**src/rtl/mod14_count_ctrl.sv**
```systemverilog
// ============================================================================
// Module      : mod14_count_ctrl
// Description : Queues LOAD/UP/DOWN/CLEAR commands and drives a mod-14
//               up/down counter's control pins to execute them one by one.
// Revision    : 1.0 - initial release
// ============================================================================
`default_nettype none

module mod14_count_ctrl #(
    parameter int FIFO_DEPTH = 4,
    parameter int MAX_VAL    = 13
) (
    input  logic                          clock,
    input  logic                          reset_n,
    input  logic                          cmd_valid,
    output logic                          cmd_ready,
    input  logic [1:0]                    cmd_op,
    input  logic [3:0]                    cmd_arg,
    output logic [3:0]                    ctr_data_in,
    output logic                          ctr_load,
    output logic                          ctr_mode,
    output logic                          ctr_reset_n,
    input  logic [3:0]                    ctr_data_out,
    output logic                          done,
    output logic [3:0]                    done_value,
    output logic                          err,
    output logic                          busy,
    output logic [$clog2(FIFO_DEPTH):0]   fifo_count
);

    localparam int AW = $clog2(FIFO_DEPTH);
    localparam int CW = AW + 1;

    localparam logic [1:0] OP_LOAD  = 2'b00;
    localparam logic [1:0] OP_UP    = 2'b01;
    localparam logic [1:0] OP_DOWN  = 2'b10;
    localparam logic [1:0] OP_CLEAR = 2'b11;
    localparam logic [3:0] MAX_ARG  = 4'(MAX_VAL);

    typedef enum logic [1:0] {
        S_IDLE  = 2'd0,
        S_EXEC  = 2'd1,
        S_COUNT = 2'd2,
        S_DONE  = 2'd3
    } state_t;

    state_t         state_q, state_d;
    logic [5:0]     mem_q [FIFO_DEPTH];
    logic [AW-1:0]  wr_ptr_q, rd_ptr_q;
    logic [CW-1:0]  count_q, count_d;
    logic [1:0]     op_q;
    logic [3:0]     arg_q;
    logic [3:0]     steps_q, steps_d;
    logic           mode_q;

    logic           w_push, w_pop, w_full, w_empty;
    logic           w_load, w_mode, w_rst;
    logic [3:0]     w_data;

    assign w_full     = (count_q == CW'(FIFO_DEPTH));
    assign w_empty    = (count_q == '0);
    assign cmd_ready  = reset_n & ~w_full;
    assign w_push     = cmd_valid & cmd_ready;
    assign w_pop      = ~w_empty & ((state_q == S_IDLE) | (state_q == S_DONE));
    assign fifo_count = count_q;
    assign busy       = (state_q != S_IDLE) | ~w_empty;

    always_comb begin
        count_d = count_q;
        case ({w_push, w_pop})
            2'b10:   count_d = count_q + CW'(1);
            2'b01:   count_d = count_q - CW'(1);
            default: count_d = count_q;
        endcase
    end

    always_ff @(posedge clock) begin
        if (w_push) begin
            mem_q[wr_ptr_q] <= {cmd_op, cmd_arg};
        end
    end

    always_ff @(posedge clock or negedge reset_n) begin
        if (!reset_n) begin
            state_q  <= S_IDLE;
            wr_ptr_q <= '0;
            rd_ptr_q <= '0;
            count_q  <= '0;
            op_q     <= OP_LOAD;
            arg_q    <= '0;
            steps_q  <= '0;
            mode_q   <= 1'b0;
        end else begin
            state_q <= state_d;
            count_q <= count_d;
            steps_q <= steps_d;
            mode_q  <= w_mode;
            if (w_push) begin
                wr_ptr_q <= wr_ptr_q + AW'(1);
            end
            if (w_pop) begin
                rd_ptr_q       <= rd_ptr_q + AW'(1);
                {op_q, arg_q}  <= mem_q[rd_ptr_q];
            end
        end
    end

    // Idle and done cycles reload the counter with its own output to park it.
    always_comb begin
        state_d = state_q;
        steps_d = steps_q;
        w_load  = 1'b1;
        w_data  = ctr_data_out;
        w_mode  = mode_q;
        w_rst   = 1'b1;
        done    = 1'b0;
        err     = 1'b0;
        case (state_q)
            S_IDLE: begin
                if (w_pop) state_d = S_EXEC;
            end
            S_EXEC: begin
                case (op_q)
                    OP_LOAD: begin
                        if (arg_q > MAX_ARG) begin
                            err     = 1'b1;
                            state_d = S_IDLE;
                        end else begin
                            w_data  = arg_q;
                            state_d = S_DONE;
                        end
                    end
                    OP_UP, OP_DOWN: begin
                        if (arg_q == 4'd0) begin
                            state_d = S_DONE;
                        end else begin
                            w_load  = 1'b0;
                            w_mode  = (op_q == OP_UP);
                            steps_d = arg_q - 4'd1;
                            state_d = (arg_q == 4'd1) ? S_DONE : S_COUNT;
                        end
                    end
                    default: begin
                        w_rst   = 1'b0;
                        state_d = S_DONE;
                    end
                endcase
            end
            S_COUNT: begin
                w_load  = 1'b0;
                steps_d = steps_q - 4'd1;
                if (steps_q == 4'd1) state_d = S_DONE;
            end
            default: begin
                done    = 1'b1;
                state_d = w_pop ? S_EXEC : S_IDLE;
            end
        endcase
    end

    assign ctr_load    = reset_n & w_load;
    assign ctr_data_in = reset_n ? w_data : 4'd0;
    assign ctr_mode    = w_mode;
    assign ctr_reset_n = reset_n & w_rst;
    assign done_value  = done ? ctr_data_out : 4'd0;

endmodule

`default_nettype wire

```
**config.mk**
```make
export PLATFORM = sky130hd
export DESIGN_NAME = mod14_count_ctrl
export DESIGN_NICKNAME = d
export VERILOG_FILES = /design/src/rtl/mod14_count_ctrl.sv
export SDC_FILE = /design/constraint.sdc
export NUM_CORES = 1
export LEC_CHECK = 0
export BUFFER_PORTS_ARGS = -buffer_cell sky130_fd_sc_hd__buf_2
export CAP_MARGIN = 20
export CORE_MARGIN = 5
export CORE_UTILIZATION = 40
export CTS_BUF_LIST = sky130_fd_sc_hd__clkbuf_8
export DETAILED_ROUTE_END_ITERATION = 10
export HOLD_SLACK_MARGIN = 0.12
export MAX_ROUTING_LAYER = met4
export REMOVE_ABC_BUFFERS = 1
export SLEW_MARGIN = 20
export SYNTH_ARGS = -nofsm -noshare
export SYNTH_HDL_FRONTEND = slang
export SYNTH_SLANG_ARGS = --single-unit
export TNS_END_PERCENT = 1
```
**constraint.sdc**
```tcl
create_clock -name clock -period 3.1 [get_ports clock]
set_input_delay 0.62 -clock clock [delete_from_list [all_inputs] [get_ports clock]]
set_output_delay 0.62 -clock clock [all_outputs]
set_load 0.01 [all_outputs]
```
# Word-level counts from Yosys, hierarchy flattened
# Memories as Yosys holds them, arrays and structs flattened. A register that Yosys moved wholly into a read port is not among the register bits.
# Cells that the tools add are included.
[totals] ff_bits=14 latchBits=0 mem_bits_rw=24 mem_bits_ro=0 in_bits=13 out_inout_bits=18 n_memories=1
[mem_list] memory="mem_q" depth=4 width=6 read_ports=1 rd_clocked_by_memory_dff=1 wr=1 line_no="48" text="logic [5:0] mem_q [FIFO_DEPTH];"
[op_classes] n_addsub=6 n_mul=0 div=0 magnitude_cmp=1 n_eq_ne=14 shifts=0 muxes=31 n_bitwise=9 n_reduce_logical=13
[op_table] op="2-to-1 mux 4 bit" n=7
[op_table] op="2-to-1 mux 1 bit" n=16
[op_table] op="equality test 2 bit, second input constant" n=4
[op_table] op="equality test 4 x 1 -> 1 bit, second input constant" n=2
[op_table] op="!= test 2 bit, second input constant" n=4
[op_table] op="case mux 4 bit (2 select lines)" n=1
[op_table] op="subtractor 4 x 1 -> 4 bit, second input constant" n=2
[op_table] op="equality test 2 x 1 -> 1 bit, second input constant" n=3
[op_table] op="2-to-1 mux 2 bit" n=3
[op_table] op="case mux 2 bit (3 select lines)" n=1
[op_table] op="case mux 3 bit (2 select lines)" n=1
[op_table] op="nonzero test 2 bit" n=3
[op_table] op="OR reduction 3 bit" n=2
[op_table] op="AND 1 bit" n=5
[op_table] op="adder 2 x 1 -> 2 bit, second input constant" n=2
[op_table] op="greater-than comparator 4 bit, second input constant" n=1
[op_table] op="logical NOT 2 bit" n=2
[op_table] op="logical NOT 4 bit" n=1
[op_table] op="case mux 2 bit (2 select lines)" n=1
[op_table] op="adder 3 x 1 -> 3 bit, second input constant" n=1
[op_table] op="equality test 3 bit, second input constant" n=1
[op_table] op="logical NOT 3 bit" n=1
[op_table] op="AND reduction 3 bit" n=1
[op_table] op="subtractor 3 x 1 -> 3 bit, second input constant" n=1
[op_table] op="other kinds (6)" n=8

# Longest topological paths before layout
# Gate-level depths: netlist of run 1.
[depth] depth_word=6 mapped_depth=10 mapped_depth_nobuf=10

# Least setup slack after synthesis of run 1
# OpenSTA, ideal clock, no wires.
[synth_timing] path_kind="register to register" start="register state_q[0]" end="register count_q[2] (netlist: fifo_count[2])" arrival_ns=2.192 required_ns=3.021 slack_ns=0.828 stages_incl_launch_ff=11 synth_period_minus_slack_ns=2.272 path_cell_list="dfrtp_1 -> inv_1 -> ha_1 -> nor2_1 -> buf_2 -> ha_1 -> inv_1 -> fa_1 -> xor2_1 -> nor2_1 -> xor2_1"
[synth_via] elab_chain_cells=5 elab_cells_between_ends=8
[synth_rtl] element="start, declared" line_no="47" text="state_t state_q, state_d;"
[synth_rtl] element="start signal, assigned" line_no="94" text="state_q <= state_d;"
[synth_rtl] element="equality test 2 bit / logical NOT 2 bit (equally long branches)" line_no="64" text="assign w_pop = ~w_empty & ((state_q == S_IDLE) | (state_q == S_DONE));"
[synth_rtl] element="OR 1 bit (*)" line_no="64"
[synth_rtl] element="AND 1 bit (*)" line_no="64"
[synth_rtl] element="net w_pop" line_no="56" text="logic w_push, w_pop, w_full, w_empty;"
[synth_rtl] element="equality test 2 x 1 -> 1 bit / equality test 2 bit (equally long branches)" line_no="70" text="case ({w_push, w_pop})"
[synth_rtl] element="case mux 3 bit (2 select lines) / nonzero test 2 bit (equally long branches)"
[synth_rtl] element="end signal, assigned" line_no="95" text="count_q <= count_d;"
[synth_rtl] element="end, declared" line_no="50" text="logic [CW-1:0] count_q, count_d;"
# Mark *: on every way through the listed nets, which the timed path passes. The rest lies on a longest branch.
# A chain may end at the register's enable or synchronous reset.

# Worst setup path in the final report of run 1
[layout_timing] start="register state_q[1]" end="output port ctr_data_in[0]"
[layout_via] elab_chain_cells=3
[layout_rtl] element="equality test 2 x 1 -> 1 bit" line_no="118" text="case (state_q)"
[layout_rtl] element="2-to-1 mux 4 bit" line_no="118"
[layout_rtl] element="2-to-1 mux 4 bit" line_no="162" text="assign ctr_data_in = reset_n ? w_data : 4'd0;"
[layout_rtl] element="end, declared" line_no="19" text="output logic [3:0] ctr_data_in,"
# No other way between the ends.

==> results.tsv, run 1 <==
metric	value	unit
status	complete, no violations	
die-width	84.9	um
synth-edff-count	24	
ios	31	
leakage	0.00111	uW
grt_max_degree	23	
vias	1381	
dieArea	7210	um^2
drc	0	
io_buffer_count	30	
wl_per_cell	14.6	um
syn_area	2240	um^2
rsz0062_at_grt	false	
htree_levels	2	
peakVddDrop	385	uV
worstSetupEndpointType	output port	
required	2.48	ns
fin_crit	2.66	ns
die_h	84.9	um
fp-row-count	27	
power_density	1050	nW/um^2
tightest_slew	0.533	ns
n_antenna_cell	0	
syn_avg_cell_area	13.1	um^2
dp_hpwl	3020	um
finalCritPeriodShare	0.859	
slew_headroom	0.640	
drive_gt1_frac	0.280	
ys_seq_area_frac	0.544	
ant_nets	0	
max_freq	376	MHz
grtUsageTotal	0.126	
netlist.area_leader.share	0.321	
ys_warn_count	0	
hold_violations	0	
place.gp.congestion	0.791	
grt_pass1_wl	7000	um
routed_via_density	4.95	
synthTopCellsByArea	edfxtp_1, dfrtp_1, ha_1	
async_flop_share	0.455	
cts_buffer_depth	2	
critPathMaxFanout	6	
hold_ws	0.301	ns
hold_class	in2async	
clock_skew	0.00697	ns
drt-pass1-iter-count	4	
grt_pass1_vias	1468	
cts.sinks	44	
setup_violations	0	
numCtsBuffers	5	
grt-ovfl-total	0	
cts_setup_buffers	0	
drv_cap	0	
wirelength	4070	um
synth_cell_types	39	
slew_viol_final	0	
synth_cells	171	
cp.arrival	2.04	ns
crit_type	reg2out	
synth_common_cells	edfxtp_1, dfrtp_1, ha_1, inv_1, nand2_1	
clock_latency	0.29	ns
initial_core_util	0.410	
core-area	5470	um^2
cts_tree	built	
clkSlewWorstSetupHoldPaths	0.08	ns
synth_ff_type	edfxtp_1	
synth-seq-cells	44	
cts_hold_buf	0	
syn2layout_area_growth	16.3	%
cts_root_buffer	clkbuf_8	
ctsResizeCount	0	
synth_most_common_cell	edfxtp_1	
crit_path_start_kind	flip-flop	
fin_nets	237	
drtIter0Drc	54	
yosysTopAreaCell	edfxtp_1	
antenna_found_initial	0	
setup_tns	0	ns
layer usage:
layer  part of all wire  vias to the layer above  track usage
li1                   -                      687            -
met1               0.46                      663        0.155
met2               0.48                       27        0.205
met3              0.054                        4       0.0388
met4             0.0069                        0       0.0259
met5                  0                        -            -
kinds of logic (layout without fill, tap and decap cells):
family,Yosys count,count (layout),share of synthesized area
adder cells (fa/ha/maj),18,18,0.104
buffers and inverters,21,57,0.0379
AND/OR/NAND/NOR,42,42,0.101
flip-flops,44,44,0.544
XOR/XNOR,8,8,0.0312
multiplexers,15,15,0.103
AO/OA/AOI/OAI,23,23,0.0792
worst paths after layout:
kind                             from              to  slack [ns]  cells after the start
max in group asynchronous     reset_n     rd_ptr_q[0]        2.57                      2
hold / removal                reset_n          mode_q        0.30                      2
setup reg to reg           state_q[0]   fifo_count[2]        1.00                      9
setup / recovery           state_q[1]  ctr_data_in[0]        0.44                      7
hold reg to reg                mode_q          mode_q        0.50                      1
min in group clock             mode_q          mode_q        0.50                      1
through the flow:
step,power [uW],instance area [um^2],std cells,setup slack (ns),util
global route,3010,2610,279,0.255,0.477
CTS,2790,2610,279,0.398,0.477
floorplan,1920,2220,167,0.682,-
finish,2750,2610,279,0.438,0.477
detailed placement,2280,2480,271,0.699,0.453
global placement,2270,2480,271,0.691,0.453
worst max-delay path: stages (launching register included):
cell and delay [ns]:
dfrtp_1 0.43, inv_1 0.09, ha_1 0.27, nand2_1 0.14, nor2b_1 0.39, mux2i_1 0.23
nor2_1 0.05, buf_2 0.14
layout by cell type (no fill, tap or decap), types with 2 or more instances in the layout:
| cell | n |
|---|---|
| mux4_2 | 6 |
| ha_1 | 17 |
| inv_1 | 18 |
| nor3_1 | 4 |
| clkbuf_8 | 5 |
| dfrtp_1 | 20 |
| mux2i_1 | 5 |
| buf_4 | 2 |
| and3_1 | 5 |
| o221a_2 | 2 |
| xor2_1 | 3 |
| mux2_2 | 4 |
| nor2_1 | 9 |
| nand2_1 | 12 |
| buf_2 | 30 |
| and2_1 | 5 |
| xnor2_1 | 5 |
| a31oi_1 | 3 |
| edfxtp_1 | 24 |
| bufinv_16 | 2 |
| o21ai_0 | 7 |
flip-flops by register name, summed over array words and instances, names as in the netlist:
signal,count
arg_q,4
fifo_count,3
mem_q,24
mode_q,1
op_q,2
rd_ptr_q,2
state_q,2
steps_q,4
wr_ptr_q,2
power breakdown:
| part | internal [uW] | switching [uW] | leakage (uW) |
|---|---|---|---|
| combinational | 601 | 643 | 0.000586 |
| sequential | 802 | 194 | 0.000456 |
| clock | 319 | 193 | 0.0000695 |
| total | 1720 | 1030 | 0.00111 |
layout make-up:
| class | count | area (um^2) |
|---|---|---|
| sequential | 44 | 1220 |
| tap | 72 | 90.1 |
| multi-input combinational | 106 | 937 |
| fill | 514 | 2860 |
| timing repair buffer | 32 | 165 |
| clock inverter | 3 | 63.8 |
| inverter | 17 | 63.8 |
| clock buffer | 5 | 68.8 |
Power figures use the tool's default switching activity.
==> run 2, diff against run 1 <==
CORE_UTILIZATION = 55   (was 40)
PLACE_DENSITY = 0.77   (was unset)
==> run 2 against run 1 <==
  * Utilization up 17 points
  * Routed wire length up 3.5%
  * Sequential share of layout area up 0.82 points
  * Largest cell class unchanged
  * Largest power group unchanged
==> results.tsv, run 2 (synthesized netlist as in run 1, its figures left out) <==
metric	value	unit	change
multiInputGateArea	937	um^2	unchanged
ant_nets	0		unchanged
pwr-share-comb	0.470		was 0.452
cts.sinks	44		unchanged
drtIter0Drc	92		was 54
leakage	0.00110	uW	was 0.00111 uW
grt_pass1_vias	1531		was 1,468
rsz0062_at_grt	false		unchanged
finalCritPeriodShare	0.880		was 0.859
regMostFlops	mem_q		unchanged
slowest_delay	0.43	ns	about the same
routed_via_density	5.53		was 4.95
clock_latency	0.29	ns	about the same
cts_buffer_depth	2		unchanged
layout_commonest_cell	buf_2		unchanged
setup_violations	0		unchanged
n_antenna_cell	0		unchanged
core-area	3970	um^2	was 5470 um^2
ctsResizeCount	0		unchanged
required	2.48	ns	about the same
drv_cap	0		unchanged
grtUsageTotal	0.179		was 0.126
switching_power	1060	uW	was 1030 uW
cts_hold_buf	0		unchanged
power_density	1060	nW/um^2	was 1050 nW/um^2
grt_pass1_wl	7220	um	was 7000 um
slew_viol_final	0		unchanged
cts_setup_buffers	0		unchanged
fp-row-count	23		was 27
crit_path_top_delay_cell	dfrtp_1		unchanged
top_regs	mem_q: 24 flops, arg_q: 4 flops, steps_q: 4 flops		unchanged
tightest_slew	0.475	ns	was 0.533 ns
numCtsBuffers	5		unchanged
antenna_found_initial	0		unchanged
max_freq	367	MHz	was 376 MHz
clkSlewWorstSetupHoldPaths	0.09	ns	was 0.08 ns
crit_type	reg2out		unchanged
hold_violations	0		unchanged
drc	0		unchanged
cp.arrival	2.11	ns	was 2.04 ns
worstSetupEndpointType	output port		unchanged
grt_max_degree	23		unchanged
dieArea	5460	um^2	was 7210 um^2
die_h	73.9	um	was 84.9 um
syn2layout_area_growth	14.3	%	was 16.3%
htree_levels	2		unchanged
ios	31		unchanged
wl_per_cell	16.4	um	was 14.6 um
cts_root_buffer	clkbuf_8		unchanged
place.gp.congestion	0.858		was 0.791
grt-ovfl-total	0		unchanged
final_cell_mix	buf_2, edfxtp_1, dfrtp_1, inv_1, ha_1		unchanged
io_buffer_count	30		unchanged
die-width	73.9	um	was 84.9 um
setup_tns	0	ns	unchanged
critPathMaxFanout	9		was 6
vias	1421		was 1,381
fin_crit	2.73	ns	was 2.66 ns
drive_gt1_frac	0.285		was 0.280
status	complete, no violations		unchanged
seq_power_share	0.367		was 0.362
slew_headroom	0.679		was 0.640
clock_skew	0.00727	ns	was 0.00697 ns
power.total	2710	uW	was 2750 uW
peakVddDrop	570	uV	was 385 uV
largest_reg_flops	24		unchanged
cp_common_cell	inv_1		
hold_ws	0.302	ns	was 0.301 ns
dp_hpwl	3200	um	was 3020 um
p_int	1650	uW	was 1720 uW
initial_core_util	0.565		was 0.410
crit_path_start_kind	flip-flop		unchanged
drt-pass1-iter-count	4		unchanged
cts_tree	built		unchanged
swShare	0.392		was 0.374
pwr-share-clk	0.163		was 0.186
hold_class	in2async		unchanged
nFillCells	308		was 514
crit_chain	inv_1 -> ha_1 -> inv_1 -> o22ai_2 -> nor2_1 -> buf_2		was inv_1 -> ha_1 -> nand2_1 -> nor2b_1 -> mux2i_1 -> nor2_1 -> buf_2
seq_area	1220	um^2	unchanged
wirelength	4210	um	was 4070 um
fin_nets	237		unchanged
==> run 2: changes by cell type in the layout (fill, tap and decap cells not counted) <==
| cell | change |
|---|---|
| inv_6 | +1 |
| clkinvlp_4 | +1 |
| bufinv_16 | -1 |
| inv_1 | -1 |
==> run 2: per-stage QoR <==
step | util | std cells | setup slack (ns) | area [um^2]
final | 0.646 | 257 | 0.372 | 2560
after global routing | 0.646 | 257 | 0.224 | 2560
after global placement | 0.617 | 249 | 0.767 | 2450
after floorplan | - | 167 | 0.682 | 2220
after CTS | 0.646 | 257 | 0.384 | 2560
after detailed placement | 0.617 | 249 | 0.709 | 2450
==> run 2: area by class of cell <==
type / instances / area share
clock buffers: 5 / 0.0268
flip-flops and latches: 44 / 0.476
multi-input cells: 106 / 0.365
well taps: 50 / 0.0244
inverters: 17 / 0.0249
repair buffers: 32 / 0.0644
clock inverters: 3 / 0.0180
==> run 2: power by group through the flow <==
stage	logic (uW)	clock network (uW)	registers, uW
floorplan	952	0	966
global placement	1220	0	993
detailed placement	1280	0	1010
CTS	1290	455	997
global route	1430	485	1030
finish	1270	443	997
==> run 2: path summary, 6_finish.rpt <==
path / from / endpoint / slack, ns / cells past startpoint
hold / removal: reset_n / state_q[0] / 0.30 / 2
setup reg to reg: state_q[0] / fifo_count[2] / 0.95 / 9
setup / recovery: state_q[0] / ctr_load / 0.37 / 6
min in group clock: mode_q / mode_q / 0.52 / 1
hold reg to reg: mode_q / mode_q / 0.52 / 1
max in group asynchronous: reset_n / steps_q[2] / 2.56 / 2
==> run 2: metal layers <==
metal / track usage / part of all wire / vias up
met5: - / 0 / -
met2: 0.309 / 0.53 / 28
met3: 0.0397 / 0.038 / 2
met1: 0.211 / 0.42 / 707
li1: - / - / 684
met4: 0.0463 / 0.0045 / 0
==> run 2: critical path: cells and delay by family, from the launching register on <==
family	cells	cell delay, ns
flops	1	0.43
fa+ha+maj	1	0.40
simple gates	1	0.07
compound gates	1	0.43
buf+inv	3	0.47
==> run 3, diff against run 2 <==
MAX_ROUTING_LAYER = unset   (was met4)
==> run 3 against run 2 <==
  * Clock-buffer cell count unchanged
  * Final cell count unchanged
  * Clock power about the same
  * Largest power group unchanged
  * Combinational power about the same
  * Critical endpoint unchanged
  * Power about the same
==> results.tsv, run 3 (synthesized netlist as in run 1, its figures left out) <==
metric	value	unit	change
slowest_delay	0.44	ns	was 0.43 ns
antenna_found_initial	0		unchanged
top_regs	mem_q: 24 flops, arg_q: 4 flops, steps_q: 4 flops		unchanged
required	2.48	ns	about the same
hold_violations	0		unchanged
drc	0		unchanged
numCtsBuffers	5		unchanged
cts_hold_buf	0		unchanged
grtUsageTotal	0.175		was 0.179
critPathMaxFanout	9		unchanged
grt_pass1_vias	1533		was 1,531
setup_violations	0		unchanged
syn2layout_area_growth	14.3	%	unchanged
use_met2	0.310		was 0.309
drv_cap	0		unchanged
setup_tns	0	ns	unchanged
final_cell_mix	buf_2, edfxtp_1, dfrtp_1, inv_1, ha_1		unchanged
ant_nets	0		unchanged
die_h	73.9	um	unchanged
crit_chain	inv_1 -> ha_1 -> inv_1 -> o22ai_2 -> nor2_1 -> buf_2		unchanged
ctsResizeCount	0		unchanged
peakVddDrop	570	uV	about the same
slew_headroom	0.679		unchanged
layout_commonest_cell	buf_2		unchanged
busiest_layer	met2		unchanged
largest_reg_flops	24		unchanged
clock_skew	0.00709	ns	was 0.00727 ns
fin_crit	2.74	ns	was 2.73 ns
finalCritPeriodShare	0.884		was 0.880
switching_power	1070	uW	was 1060 uW
dieArea	5460	um^2	unchanged
place.gp.congestion	0.845		was 0.858
power.total	2720	uW	was 2710 uW
clkSlewWorstSetupHoldPaths	0.09	ns	about the same
cts_setup_buffers	0		unchanged
grt_max_degree	23		unchanged
drtIter0Drc	107		was 92
clock_latency	0.29	ns	about the same
crit_path_top_delay_cell	o22ai_2		was dfrtp_1
final_cells	257		unchanged
grt-ovfl-total	0		unchanged
ios	31		unchanged
grt_pass1_wl	7220	um	unchanged
gr-usage-met1	0.212		was 0.211
hold_ws	0.303	ns	was 0.302 ns
nFillCells	308		unchanged
power_density	1060	nW/um^2	about the same
cts_root_buffer	clkbuf_8		unchanged
dp_hpwl	3200	um	unchanged
postPlaceCellArea	2450	um^2	unchanged
drt-pass1-iter-count	4		unchanged
cts.sinks	44		unchanged
io_buffer_count	30		unchanged
cp.arrival	2.12	ns	was 2.11 ns
status	complete, no violations		unchanged
die-width	73.9	um	unchanged
htree_levels	2		unchanged
vias	1445		was 1,421
seq_power_share	0.367		about the same
cts_buffer_depth	2		unchanged
slew_viol_final	0		unchanged
fp-row-count	23		unchanged
regMostFlops	mem_q		unchanged
wirelength	4220	um	was 4210 um
cts_tree	built		unchanged
leakage	0.00110	uW	unchanged
dp_cells	249		unchanged
reg2regPathDepth	9		unchanged
fin_nets	237		unchanged
hold_class	in2async		unchanged
crit_path_start_kind	flip-flop		unchanged
routed_via_density	5.62		was 5.53
wl_per_cell	16.4	um	about the same
cp_common_cell	inv_1		unchanged
drive_gt1_frac	0.285		unchanged
crit_type	reg2out		unchanged
max_freq	365	MHz	was 367 MHz
rsz0062_at_grt	false		unchanged
pwr-share-comb	0.471		was 0.470
final_cell_area	2560	um^2	unchanged
p_int	1650	uW	about the same
swShare	0.393		was 0.392
pwr-share-clk	0.163		about the same
n_antenna_cell	0		unchanged
tightest_slew	0.475	ns	unchanged
r2r_slack	0.94	ns	was 0.95 ns
grtUsageMet3	0.0397		unchanged
worstSetupEndpointType	output port		unchanged
core-area	3970	um^2	unchanged
initial_core_util	0.565		unchanged
run 3: cell counts in the layout (fill, tap and decap cells not counted):
Identical to the previous run, type by type.
run 3: worst paths after layout:
path	from	to
worst max-delay path	state_q[0]	ctr_load
worst min-delay path	reset_n	state_q[0]
worst max register to register	state_q[0]	fifo_count[2]
worst min register to register	mode_q	mode_q
max in group asynchronous	reset_n	steps_q[2]
min in group clock	mode_q	mode_q
run 3: power groups by stage:
stage	Combinational (uW)	Clock, uW	Sequential [uW]
finish	1280	442	996
global route	1430	486	1030
CTS	1290	455	997
detailed placement	1280	0	1010
global placement	1220	0	993
floorplan	952	0	966
run 3: worst max-delay path, delay by kind of cell (launching register included):
kind	cells	cell delay [ns]
simple gates	1	0.07
flops	1	0.43
buf+inv	3	0.49
compound gates	1	0.44
fa+ha+maj	1	0.40
run 3: metal layers:
| layer | wire length, um | vias up | share of wire |
|---|---|---|---|
| met5 | 0 | - | 0 |
| met2 | 2280 | 32 | 0.54 |
| li1 | - | 685 | - |
| met4 | 17 | 0 | 0.0040 |
| met1 | 1760 | 726 | 0.42 |
| met3 | 154 | 2 | 0.037 |
run 3: final cells by class:
class,instances,area [um^2],share of cell area
repair buffers,32,165,0.0644
flip-flops and latches,44,1220,0.476
well taps,50,62.6,0.0244
clock inverters,3,46.3,0.0180
clock buffers,5,68.8,0.0268
inverters,17,63.8,0.0249
multi-input cells,106,937,0.365
run 3: through the flow:
stage,util,worst slack [ns]
final,0.646,0.360
after detailed placement,0.617,0.709
after floorplan,-,0.682
after CTS,0.646,0.384
after global routing,0.646,0.224
after global placement,0.617,0.767
